**src/rtl/spi_chip_responder.sv**
```systemverilog
// ============================================================================
// Module      : spi_chip_responder
// Description : Chip-side SPI mode-0 responder; oversampled 64-bit frame decoder
//               driving a 32-bit register file (config) or a DAC code (waveform).
// Revision    : 1.0 - initial release
// ============================================================================
`default_nettype none

module spi_chip_responder #(
    parameter int NREG   = 16,
    parameter int ADDR_W = 7,
    parameter int DAC_W  = 16
) (
    input  logic                    clk,
    input  logic                    rst,
    input  logic                    sclk,
    input  logic                    cs_b,
    input  logic                    spi_sel,
    input  logic                    mosi,
    output logic                    miso,
    output logic [DAC_W-1:0]        dac_code,
    output logic                    dac_valid,
    output logic                    frame_done,
    output logic                    frame_err,
    input  logic [$clog2(NREG)-1:0] dbg_addr,
    output logic [31:0]             dbg_data
);

    localparam int AW = $clog2(NREG);

    typedef enum logic [2:0] {
        IDLE    = 3'd0,
        SHIFT   = 3'd1,
        WAIT_CS = 3'd2,
        EXEC    = 3'd3,
        ABORT   = 3'd4
    } state_t;

    state_t state, state_next;

    logic [1:0]  sclk_sync, cs_sync, mosi_sync, sel_sync;
    logic        sclk_prev, cs_prev;
    logic        sclk_rise, sclk_fall, cs_rise, cs_fall;
    logic        frame_sel;
    logic [6:0]  cnt;
    logic [63:0] shreg;
    logic [31:0] rdata;
    logic [31:0] regs [NREG];

    logic [ADDR_W-1:0] rd_addr, ex_addr;
    logic              ex_write;

    function automatic logic in_range(input logic [ADDR_W-1:0] a);
        return (a >> AW) == '0;
    endfunction

    assign sclk_rise = ~sclk_prev &  sclk_sync[1];
    assign sclk_fall =  sclk_prev & ~sclk_sync[1];
    assign cs_rise   = ~cs_prev   &  cs_sync[1];
    assign cs_fall   =  cs_prev   & ~cs_sync[1];

    // After 9 bits the W flag sits at shreg[8] and the address at shreg[7:1].
    assign rd_addr  = shreg[7:1];
    assign ex_addr  = shreg[62:56];
    assign ex_write = shreg[63];
    assign dbg_data = regs[dbg_addr];

    always_ff @(posedge clk) begin
        if (rst) begin
            state <= IDLE;
        end else begin
            state <= state_next;
        end
    end

    always_comb begin
        state_next = state;
        case (state)
            IDLE:    if (cs_fall) state_next = SHIFT;
            SHIFT: begin
                if (cs_rise)                         state_next = ABORT;
                else if (sclk_rise && cnt == 7'd63)  state_next = WAIT_CS;
            end
            WAIT_CS: begin
                if (cs_rise)        state_next = EXEC;
                else if (sclk_rise) state_next = ABORT;
            end
            EXEC:    state_next = IDLE;
            ABORT:   state_next = IDLE;
            default: state_next = IDLE;
        endcase
    end

    // Synchronisers reset to "low" so a cs_b held low across reset release
    // never produces a falling edge; that frame is dropped until cs_b cycles.
    always_ff @(posedge clk) begin
        if (rst) begin
            sclk_sync <= '0;
            cs_sync   <= '0;
            mosi_sync <= '0;
            sel_sync  <= '0;
            sclk_prev <= 1'b0;
            cs_prev   <= 1'b0;
        end else begin
            sclk_sync <= {sclk_sync[0], sclk};
            cs_sync   <= {cs_sync[0], cs_b};
            mosi_sync <= {mosi_sync[0], mosi};
            sel_sync  <= {sel_sync[0], spi_sel};
            sclk_prev <= sclk_sync[1];
            cs_prev   <= cs_sync[1];
        end
    end

    always_ff @(posedge clk) begin
        if (rst) begin
            frame_sel  <= 1'b0;
            cnt        <= '0;
            shreg      <= '0;
            rdata      <= '0;
            miso       <= 1'b0;
            dac_code   <= '0;
            dac_valid  <= 1'b0;
            frame_done <= 1'b0;
            frame_err  <= 1'b0;
            for (int i = 0; i < NREG; i++) regs[i] <= '0;
        end else begin
            dac_valid  <= 1'b0;
            frame_done <= 1'b0;
            frame_err  <= 1'b0;
            case (state)
                IDLE: begin
                    cnt   <= '0;
                    miso  <= 1'b0;
                    rdata <= '0;
                    if (cs_fall) frame_sel <= sel_sync[1];
                end
                SHIFT: begin
                    if (!cs_rise) begin
                        if (sclk_rise) begin
                            shreg <= {shreg[62:0], mosi_sync[1]};
                            cnt   <= cnt + 7'd1;
                        end
                        if (sclk_fall) begin
                            miso <= (cnt[6:5] == 2'b01) ? rdata[~cnt[4:0]] : 1'b0;
                        end
                        if (cnt == 7'd9) begin
                            rdata <= (!frame_sel && !shreg[8] && in_range(rd_addr))
                                   ? regs[rd_addr[AW-1:0]] : 32'd0;
                        end
                    end
                end
                WAIT_CS: ;
                EXEC: begin
                    miso       <= 1'b0;
                    frame_done <= 1'b1;
                    if (frame_sel) begin
                        dac_code  <= shreg[DAC_W-1:0];
                        dac_valid <= 1'b1;
                    end else if (ex_write && in_range(ex_addr)) begin
                        regs[ex_addr[AW-1:0]] <= shreg[31:0];
                    end
                end
                ABORT: begin
                    miso      <= 1'b0;
                    frame_err <= 1'b1;
                end
                default: ;
            endcase
        end
    end

endmodule

`default_nettype wire

```
**config.mk**
```make
export PLATFORM = sky130hd
export DESIGN_NAME = spi_chip_responder
export DESIGN_NICKNAME = d
export VERILOG_FILES = /design/src/rtl/spi_chip_responder.sv
export SDC_FILE = /design/constraint.sdc
export NUM_CORES = 1
export LEC_CHECK = 0
export ABC_CLOCK_PERIOD_IN_PS = 6800
export CAP_MARGIN = 15
export CELL_PAD_IN_SITES_DETAIL_PLACEMENT = 1
export CELL_PAD_IN_SITES_GLOBAL_PLACEMENT = 1
export CORE_UTILIZATION = 40
export CTS_CLUSTER_SIZE = 24
export DETAILED_ROUTE_END_ITERATION = 10
export PLACE_DENSITY = 0.65
export SLEW_MARGIN = 20
export SYNTH_ARGS = -nofsm -noshare
export SYNTH_HDL_FRONTEND = slang
export SYNTH_SLANG_ARGS = --single-unit
```
**constraint.sdc**
```tcl
create_clock -name clk -period 6.8 [get_ports clk]
set_input_delay 0.68 -clock clk [delete_from_list [all_inputs] [get_ports clk]]
set_output_delay 0.68 -clock clk [all_outputs]
set_load 0.01 [all_outputs]
```
==> qor.csv <==
metric;value;unit
largest net degree at the start of global routing;98;
Area after DPL;33700;um2
met2 Track Usage GR;42.27;%
Arr. time, crit path;3.37;ns
Simple-Gate Fraction of Synth Area;14.25;%
synthesized cell area;32060;um2
GRT Residual Overflow;0;
static leakage;12.00;nW
Clk pin slew, worst setup/hold paths;0.06;ns
Slew HR;21.68;%
Yosys top cell by area;edfxtp_1;
clk root buf;clkbuf_16;
Tmin final;4.050;ns
fin area;35980;um2
GRT Util Overall;25.71;%
starting DRC count in detailed routing;2161;
DR vias/cell;6.055;
final net count;2204;
postcts setup bufs;0;
post-synth top area share;47.96;%
initial antenna violation count;7;
Area contributors post-synth;edfxtp_1 (48%), mux4_2 (21%), and2_1 (10%), dfxtp_1 (8.8%), nand2_1 (2.0%);
hold buffers post-CTS;0;
clock skew;0.02119;ns
Routed Antenna Nets;0;
DRC;0;
share of cells above drive strength 1;21.78;%
yosys warns;0;
initial core utilization;40.51;%
clock buffer count from CTS;71;
sequential share of the synthesized area;56.77;%
XOR/XNOR Fraction of Synth Area;0.1366;%
Synth Register Bits;653;
commonest cells in the netlist;and2_1 (515), edfxtp_1 (512), mux4_2 (293);
Crit Path Class;input port to output pin;
period utilization;59.56;%
Post-synth EDFFs;512;
ys flop type;edfxtp_1;
Synth Instances;2235;
Setup TNS Final;0;ns
antenna cells;0;
count of final max-slew check failures;0;
GP Congestion;0.8033;
RSZ-0062 raised after global routing;false;
actual slew at the worst max-slew pin;1.175;ns
Worst setup SP type;input port;
# resized after CTS;0;
GR peak layer;met2;
setup violators final;0;
adder-cell area share of the yosys netlist;0.07806;%
synth unique cells;49;
routing usage on met1;35.34;%
die width;285.1;um
TritonCTS clock tree;yes;
worst slack at placement;2.657;ns
status;finished, final reports clean;
Die Area;81280;um2
final worst slack;2.750;ns
Sinks on Clock Net;653;
detailed placer's ending HPWL;58.60;mm
clock latency on the worst-skew pair;0.62;ns
Peak VDD IR;0.1559;mV
Avg Inst Size Synth;14.34;um2
fin util;45.48;%
global-route wire length before repair;150.7;mm
# rows;103;
FF+latch area;18210;um2
mux share of post-synthesis cell area;21.85;%
CTS H-tree depth;3;
Multi-input gate area;13170;um2
Buffers on Ports;61;
M3 GR Usage;3.688;%
Longest Clk Path Bufs;3;
PwrDens;245.7;nW/um2
Final Hold Fails;0;
Compound-Gate Fraction of Synth Area;3.977;%
CORE AREA;79130;um2
wire per inst;31.44;um
Fin Hold WS;0.4423;ns
largest family of logic cells by synthesized area;multiplexers;
Hold WC Path Type;flop to flop;
Crit Path Max Fanout;46;
router iterations before antenna repair;5;
count leader, synth;and2_1;
worst endpoint required time;6.12;ns
Fmax;0.2469;GHz
Die Span Y;285.1;um
area delta synth->final;12.25;%
via count;19950;
syn_nets;2247;
I/O pins;62;
drt total wl;103.6;mm
ys async rst share;0;%
vias in the first global route;21220;
Worst setup EP type;output pin;
Filler cells;7769;
Max Cap Viol;0;
[worst max-delay path: stages]
cell,delay (ns)
clkbuf_8,0.49
buf_4,0.57
mux4_2,0.59
mux4_2,0.49
clkdlybuf4s50_1,0.50
[registers in the layout (all words and copies together), names as in the netlist, 3 cells and up, named ones only]
| register | count |
|---|---|
| regs | 512 |
| shreg | 64 |
| rdata | 32 |
| dac_code | 16 |
| cnt | 7 |
| state | 3 |
[cell families (layout without fill, tap and decap cells)]
group | Yosys count | count (layout)
simple gates | 806 | 806
flops | 653 | 653
mux | 333 | 333
buf+inv | 229 | 239
compound gates | 207 | 207
xor+xnor | 5 | 5
fa+ha+maj | 2 | 2
[metal layers]
metal / vias up / wire length (um)
li1: 8273 / -
met1: 10690 / 43120
met2: 817 / 50390
met3: 170 / 7120
met4: 0 / 2981
met5: - / 0
[worst paths after layout]
check	start	to	slack, ns	depth (start not counted)
worst max-delay path	dbg_addr[0]	dbg_data[1]	2.75	5
worst min-delay path	mosi_sync[0]	mosi_sync[1]	0.44	1
worst max register to register	state[0]	regs[5][13]	3.25	5
worst min register to register	mosi_sync[0]	mosi_sync[1]	0.44	1
[final cells by class]
cell class	count	share of cell area, %
inverters	5	0.05216
well taps	1050	3.651
clock inverters	27	0.7441
clock buffers	99	5.539
flip-flops and latches	653	50.61
repair buffers	108	2.823
multi-input cells	1353	36.59
[power by group]
group,switching [W],internal [W]
logic,0.000292,0.000238
registers,0.0000685,0.00440
clock network,0.00161,0.00224
[cells in the final DEF (no fill, tap or decap), types with 12 or more instances in the layout]
cell,n
a211oi_1,32
and2_1,515
clkbuf_1,18
o21ai_4,12
nor2_1,16
edfxtp_1,512
nand2_1,171
clkbuf_16,72
a21oi_1,115
mux4_2,293
dfxtp_1,137
nor2b_1,47
clkdlybuf4s50_1,56
mux2i_1,37
nor2_4,13
a22o_1,32
buf_4,45
[metrics by stage]
stage	power (W)	std cells
floorplan	0.004846	2235
global placement	0.005068	3167
detailed placement	0.005085	3168
CTS	0.008908	3294
global route	0.009080	3295
finish	0.008841	3295
Note: power is estimated with default switching activity, not from simulation.
